**src/rtl/ifm_window_streamer.sv**
```systemverilog
// Raster-order IFM reader feeding the conv line buffer.
// Flags cycles where the line buffer taps hold a full window.
module ifm_window_streamer #(
  parameter int DATA_WIDTH  = 32,
  parameter int IFM_SIZE    = 28,
  parameter int KERNAL_SIZE = 5,
  parameter int ADDR_WIDTH  = 10,
  parameter int OUT_SIZE    = IFM_SIZE - KERNAL_SIZE + 1
) (
  input  logic                  clk,
  input  logic                  reset,
  input  logic                  start,
  input  logic                  stall,
  output logic                  ram_rd_en,
  output logic [ADDR_WIDTH-1:0] ram_addr,
  input  logic [DATA_WIDTH-1:0] ram_data,
  output logic                  fifo_enable,
  output logic [DATA_WIDTH-1:0] fifo_data_out,
  output logic                  window_valid,
  output logic [7:0]            out_row,
  output logic [7:0]            out_col,
  output logic                  busy,
  output logic                  done
);

  typedef enum logic [1:0] {
    IDLE,
    FETCH,
    DRAIN,
    DONE
  } state_e;

  localparam logic [ADDR_WIDTH-1:0] LAST_ADDR =
    ADDR_WIDTH'(IFM_SIZE * IFM_SIZE - 1);
  localparam logic [7:0] KM1   = 8'(KERNAL_SIZE - 1);
  localparam logic [7:0] ILAST = 8'(IFM_SIZE - 1);
  localparam logic [7:0] OLAST = 8'(OUT_SIZE - 1);

  state_e                state_q, state_d;
  logic [ADDR_WIDTH-1:0] addr_q, addr_d;
  logic                  rd_valid_q;
  logic [7:0]            row_q, row_d;
  logic [7:0]            col_q, col_d;
  logic [7:0]            orow_q, orow_d;
  logic [7:0]            ocol_q, ocol_d;
  logic                  wv_q, wv_d;
  logic                  last_q, last_d;
  logic                  go;

  always_comb begin
    state_d = state_q;
    addr_d  = addr_q;
    go      = 1'b0;
    unique case (state_q)
      IDLE: begin
        if (start) begin
          go      = 1'b1;
          state_d = FETCH;
          addr_d  = '0;
        end
      end
      FETCH: begin
        if (!stall) begin
          addr_d = addr_q + ADDR_WIDTH'(1);
          if (addr_q == LAST_ADDR) state_d = DRAIN;
        end
      end
      DRAIN: begin
        if (last_q) state_d = DONE;
      end
      DONE: state_d = IDLE;
      default: state_d = IDLE;
    endcase
  end

  // Validity comes purely from the pixel counters, never from tap contents
  always_comb begin
    row_d  = row_q;
    col_d  = col_q;
    orow_d = orow_q;
    ocol_d = ocol_q;
    wv_d   = rd_valid_q && (row_q >= KM1) && (col_q >= KM1);
    last_d = wv_d && ((row_q - KM1) == OLAST)
                  && ((col_q - KM1) == OLAST);
    if (wv_d) begin
      orow_d = row_q - KM1;
      ocol_d = col_q - KM1;
    end
    if (go) begin
      row_d = '0;
      col_d = '0;
    end else if (rd_valid_q) begin
      if (col_q == ILAST) begin
        col_d = '0;
        row_d = row_q + 8'd1;
      end else begin
        col_d = col_q + 8'd1;
      end
    end
  end

  always_ff @(posedge clk or posedge reset) begin
    if (reset) begin
      state_q    <= IDLE;
      addr_q     <= '0;
      rd_valid_q <= 1'b0;
      row_q      <= '0;
      col_q      <= '0;
      orow_q     <= '0;
      ocol_q     <= '0;
      wv_q       <= 1'b0;
      last_q     <= 1'b0;
    end else begin
      state_q    <= state_d;
      addr_q     <= addr_d;
      rd_valid_q <= ram_rd_en;
      row_q      <= row_d;
      col_q      <= col_d;
      orow_q     <= orow_d;
      ocol_q     <= ocol_d;
      wv_q       <= wv_d;
      last_q     <= last_d;
    end
  end

  assign ram_rd_en     = (state_q == FETCH) && !stall;
  assign ram_addr      = addr_q;
  assign fifo_enable   = rd_valid_q;
  assign fifo_data_out = rd_valid_q ? ram_data : '0;
  assign window_valid  = wv_q;
  assign out_row       = orow_q;
  assign out_col       = ocol_q;
  assign busy          = (state_q == FETCH) || (state_q == DRAIN);
  assign done          = (state_q == DONE);

endmodule

```
**config.mk**
```make
export PLATFORM = sky130hd
export DESIGN_NAME = ifm_window_streamer
export DESIGN_NICKNAME = d
export VERILOG_FILES = /design/src/rtl/ifm_window_streamer.sv
export SDC_FILE = /design/constraint.sdc
export NUM_CORES = 1
export LEC_CHECK = 0
export BUFFER_PORTS_ARGS = -buffer_cell sky130_fd_sc_hd__buf_2
export CAP_MARGIN = 20
export CORE_MARGIN = 2
export CORE_UTILIZATION = 40
export CTS_CLUSTER_DIAMETER = 200
export DETAILED_ROUTE_END_ITERATION = 8
export PLACE_DENSITY = 0.69
export SLEW_MARGIN = 20
export SYNTH_ARGS = -nofsm -noshare
export SYNTH_HDL_FRONTEND = slang
export SYNTH_SLANG_ARGS = --single-unit
```
**constraint.sdc**
```tcl
create_clock -name clk -period 2.1 [get_ports clk]
set_input_delay 0.315 -clock clk [delete_from_list [all_inputs] [get_ports clk]]
set_output_delay 0.315 -clock clk [all_outputs]
set_load 0.03 [all_outputs]
```
==> reports/results.tsv, run 1 <==
metric	value	unit
peak supply drop	0.649	mV
grt total ovfl	0	
Post-Route WL	6.46	mm
post-DP HPWL	4.92	mm
fill count	616	
Std-Cell Rows	30	
clock slew at reported path FFs	90	ps
Mapped Cells	283	
pwr/cell area	1100	nW/um2
CP bufs+invs	2	
vias per cell	4.92	
Final nets	452	
Die ar.	7610	um2
DRC errors left	0	
status	finished, final reports clean	
Power Total	3990	uW
Hold WC Path Type	in -> async	
CP max-delay cell	dfrtp_1	
Total GRT Usage	16.9	%
fmax	494	MHz
fraction of layout cells with a size suffix above 1	38.1	%
Layout Cells excl Fill	479	
Die X	87.2	um
Synth async-reset ratio	100	%
CTS Buf Count	5	
Worst Reg-to-Reg Cells	7	
PortBufs	98	
Data arrival, critical path	2220	ps
Data required, critical path	2300	ps
top cells by area, synth	dfrtp_1 (42%), ha_1 (8.1%), and2_1 (7.7%), mux2_2 (5.7%), xnor2_1 (3.8%)	
remaining antenna violation count	0	
Seq cells post-synth	47	
routed vias	2355	
critical path's largest stage delay	400	ps
area of the multi-input gates	1490	um2
vias in the first global route	2160	
drt pass-1 iters	4	
first-pass GRT wire length	10.1	mm
setup tns final	0	ps
CP delay by family, top	flip-flops	
antenna violations before repair	0	
core area	6760	um2
Area growth syn-to-layout	30.9	%
skew final	9.83	ps
maximum clock insertion buffer count	2	
CTS root buffer	clkbuf_8	
Wirelength per Cell	13.5	um
post-synthesis cell type count	42	
Slew Limit Fails	0	
Crit Reg-Reg Endpoint	out_row[1]	
Ports	99	
EDFF count, synth	0	
RePlAce Congestion	0.892	
cell taking the most area after synthesis	dfrtp_1	
largest net degree at the start of global routing	48	
CP cell instances	inv_2, ha_1, or3b_4, o21ai_2, a21o_1, buf_12, mux2_2	
type of origin of the critical path	flop	
final period utilization	96.3	%
Primary FF master, synth	dfrtp_1	
LEAKAGE	0.00192	uW
worst relative slew slack	61.3	%
crit path kind	reg -> reg	
Clock Sinks	47	
sequential share of the synthesized area	42.5	%
Skew-Pair Late Insertion Delay	310	ps
register-to-register path setup slack	80	ps
crit-path max FO	13	
fin crit period	2020	ps
average size of a mapped cell	9.79	um2
Fin. Hold Viols	0	
critical path endpoint category	flop	
slew at the pin closest to its max-slew limit	580	ps
number of cells after detailed placement	467	
# diodes	0	
register area	1180	um2
final core occ	53.7	%
Post-Synthesis Net Count	337	
Syn. warnings	0	
MaxCap Viol Count	0	
CTS tree	done	
CTS Hold Bufs	0	
Starting Density	41.0	%
Synth Cell Area	2770	um2
H-tree Lvls	2	
final setup vio count	0	
1st-iter DRT viols	128	
R2R Path Start	col_q[2]	
Yosys top cell area share	42.5	%
die height	87.2	um
power breakdown:
group          switching (uW)  internal, uW  leakage, uW
clock                     311           385    0.0000612
sequential                162          1120     0.000633
combinational            1260           752      0.00123
layer usage:
metal / wire length [um] / vias up / GRT usage, % / share of wire, %
met5: 0 / - / 0 / 0
met4: 79 / 0 / 5.45 / 1.2
met3: 225 / 7 / 3.89 / 3.5
met2: 3080 / 41 / 26.0 / 48
met1: 3080 / 1111 / 23.6 / 48
li1: - / 1196 / - / -
synthesized netlist by cell type, types with 2 or more instances:
cell type / number
dfrtp_1: 47
and2_1: 34
inv_1: 20
ha_1: 18
nor2_1: 17
a21oi_1: 14
mux2_2: 14
nand2_1: 14
xnor2_1: 12
clkbuf_1: 10
nand3_1: 8
nor3_1: 8
o21ai_0: 8
or3_1: 7
xor2_1: 6
mux2i_1: 4
nor4_1: 4
a22o_1: 3
a21o_1: 2
a311oi_1: 2
and4_1: 2
buf_4: 2
nand4_1: 2
nand4b_1: 2
nor2b_1: 2
nor3b_1: 2
o31ai_1: 2
or3b_2: 2
or4_1: 2
cells in the final DEF, fill, tap and decap left out, drive strengths merged, types with 5 or more instances in the layout:
cell	count
mux2	14
xor2	6
xnor2	12
ha	18
a21oi	14
o21ai	9
dfrtp	47
buf	120
inv	20
and2	34
nand2	14
clkbuf	6
nor2	17
or3	8
mux2i	5
nor3	8
nand3	8
worst register-to-register path, cell delays in order (launching register included):
cell and delay [ps]:
dfrtp_1 400, inv_2 80, ha_1 180, or3b_4 400, o21ai_2 180, a21o_1 190
buf_12 160, mux2_2 330
cells by family after synthesis:
kind of cell             Yosys count  share of synthesized area (%)
AND/OR/NAND/NOR                  110                           22.5
flip-flops                        47                           42.5
AO/OA/AOI/OAI                     39                           8.94
buffers and inverters             32                           4.61
multiplexers                      19                           7.63
XOR/XNOR                          18                           5.69
adder cells (fa/ha/maj)           18                           8.13
state kept, by name, summed over array words and instances (netlist names):
register and cells:
state_q 2, window_valid 1, out_row 8, ram_addr 10, out_col 8, col_q 8, fifo_enable 1, last_q 1
row_q 8
what timing repair did:
item	4_1_cts	5_1_grt
gates resized for setup	0	4
setup endpoints to repair	0	16
buffers inserted	0	4
final cells by class:
cell class | instances | area share [%]
well taps | 80 | 2.76
inverters | 20 | 2.07
multi-input cells | 204 | 41.1
clock buffers | 6 | 2.28
clock inverters | 2 | 0.966
repair buffers | 120 | 18.4
flip-flops and latches | 47 | 32.4
how the worst max path moves through the flow:
stage                           from           to  slack, ps  cells past startpoint
final                       col_q[2]   out_row[1]         80                      7
after CTS                   col_q[2]   out_col[7]         30                      7
after global placement      col_q[2]   out_col[0]        120                      7
after floorplan             col_q[2]   out_col[4]         70                      8
after global routing      state_q[1]  ram_addr[9]       -0.5                      6
after detailed placement    col_q[2]   out_col[7]         60                      7
per-stage QoR:
step	setup slack (ps)	hold slack (ps)	cell area (um2)
after floorplan	69.6	511	2780
after global placement	123	483	3460
after detailed placement	58.3	489	3460
after CTS	33.0	170	3580
after global routing	-0.517	192	3630
final	77.2	142	3630
Note: power is estimated with default switching activity, not from simulation.
==> inputs of run 2 (changes only) <==
HOLD_SLACK_MARGIN = 0.15   (was default)
PLACE_DENSITY = 0.67   (was 0.69)
clock period = 2.04 ns   (was 2.1 ns; I/O delays follow)
==> reports/results.tsv, run 2 (same netlist as run 1, synthesis figures left out) <==
metric	value	unit
status	finished, final reports clean	
LEAKAGE	0.00197	uW
Slew Limit Fails	0	
vias in the first global route	2080	
leading cell type in the layout, fill and taps excluded	buf_2	
fill count	617	
CTS tree	done	
core area	6760	um2
fin crit period	2020	ps
fraction of layout cells with a size suffix above 1	39.5	%
slew at the pin closest to its max-slew limit	511	ps
grt total ovfl	0	
crit path kind	reg -> reg	
pwr/cell area	1140	nW/um2
Die ar.	7610	um2
clock slew at reported path FFs	90	ps
number of cells after detailed placement	468	
1st-iter DRT viols	123	
H-tree Lvls	2	
Die X	87.2	um
crit-path max FO	8	
Total GRT Usage	16.8	%
drt pass-1 iters	4	
die height	87.2	um
largest net degree at the start of global routing	37	
CP max-delay cell	dfrtp_1	
PortBufs	98	
max reg flops	10	
first-pass GRT wire length	10.3	mm
CTS root buffer	clkbuf_8	
antenna violations before repair	0	
peak supply drop	0.785	mV
routed vias	2386	
remaining antenna violation count	0	
worst relative slew slack	65.9	%
MaxCap Viol Count	0	
CP bufs+invs	2	
Worst Reg-to-Reg Cells	7	
Data arrival, critical path	2200	ps
RePlAce Congestion	0.859	
CTS Buf Count	5	
critical path's largest stage delay	420	ps
Data required, critical path	2220	ps
Stages on worst setup path	7	
Post-Route WL	6.52	mm
hold_ws	275	ps
type of origin of the critical path	flop	
Layout Cells excl Fill	485	
final period utilization	99.0	%
vias per cell	4.92	
register area	1180	um2
# diodes	0	
Std-Cell Rows	30	
critical path endpoint category	flop	
Skew-Pair Late Insertion Delay	290	ps
Hold WC Path Type	in -> reg	
Wirelength per Cell	13.4	um
Ports	99	
CP delay by family, top	compound AO/OA/AOI/OAI gates	
skew final	8.87	ps
area of the multi-input gates	1500	um2
final setup vio count	0	
post-DP HPWL	4.95	mm
maximum clock insertion buffer count	2	
CP cell instances	buf_6, ha_1, a211o_1, o21ai_4, a21o_1, clkbuf_16, mux2_2	
fmax	495	MHz
Clock Sinks	47	
Final nets	458	
Area growth syn-to-layout	35.0	%
most frequent cells in the layout	buf_2 (98), dfrtp_1 (46), and2_1 (34)	
Fin. Hold Viols	0	
Starting Density	41.0	%
WHS Path Cells	2	
DRC errors left	0	
run 2: cell count changes in the layout (fill, tap and decap cells not counted), sizes merged:
cell         change
bufinv           +1
buf              +4
dlygate4sd3      +1
clkbuf           +1
clkinv           -1
run 2: metrics by stage:
stage	cell area, um2	util (%)	worst slack [ps]	total power [uW]	TNS, ps
2_1_floorplan	2780	-	9.61	2750	0
3_3_place_gp	3480	51.5	129	3350	0
3_5_place_dp	3480	51.5	67.2	3390	0
4_1_cts	3620	53.6	33.3	4210	0
5_1_grt	3740	55.3	-8.35	4560	-21.1
6_report	3740	55.3	21.4	4260	0
run 2: final timing paths:
path                             from     endpoint  slack, ps
min in group asynchronous       reset     col_q[1]        590
max                          col_q[2]   out_row[1]         20
min                             stall  fifo_enable        270
max reg2reg                  col_q[2]   out_row[1]         20
max in group asynchronous       reset     row_q[6]        950
min reg2reg                out_col[0]   out_col[0]        500
run 2: layout make-up:
cell class	instances	area share [%]
clock buffers	6	1.94
flip-flops and latches	47	31.5
inverters	20	2.01
repair buffers	126	20.0
clock inverters	2	1.61
multi-input cells	204	40.2
well taps	80	2.68
run 2: timing repair:
item / CTS / global route
endpoints found under the setup margin: 0 / 17
buffers inserted: 0 / 7
resized for setup: 0 / 10
hold endpoints to repair: 22 / 0
hold buffers: 1 / 0
run 2: per-layer routing:
layer  up-vias  track usage (%)  share of wire [%]
met3         2             2.94                3.6
li1       1214                -                  -
met5         -                0                  0
met4         0             3.78               0.58
met2        38             25.9                 48
met1      1132             24.7                 48
run 2: worst reg2reg max path, delay by kind of cell (launching register included):
kind	cells	cell delay, ps
buffers and inverters	2	320
AO/OA/AOI/OAI	3	660
flip-flops	1	420
multiplexers	1	320
adder cells (fa/ha/maj)	1	190
run 2: power breakdown:
part / switching [uW] / internal [uW] / total (uW)
sequential: 171 / 1160 / 1330
clock: 310 / 490 / 800
combinational: 1310 / 829 / 2140
total: 1790 / 2480 / 4260
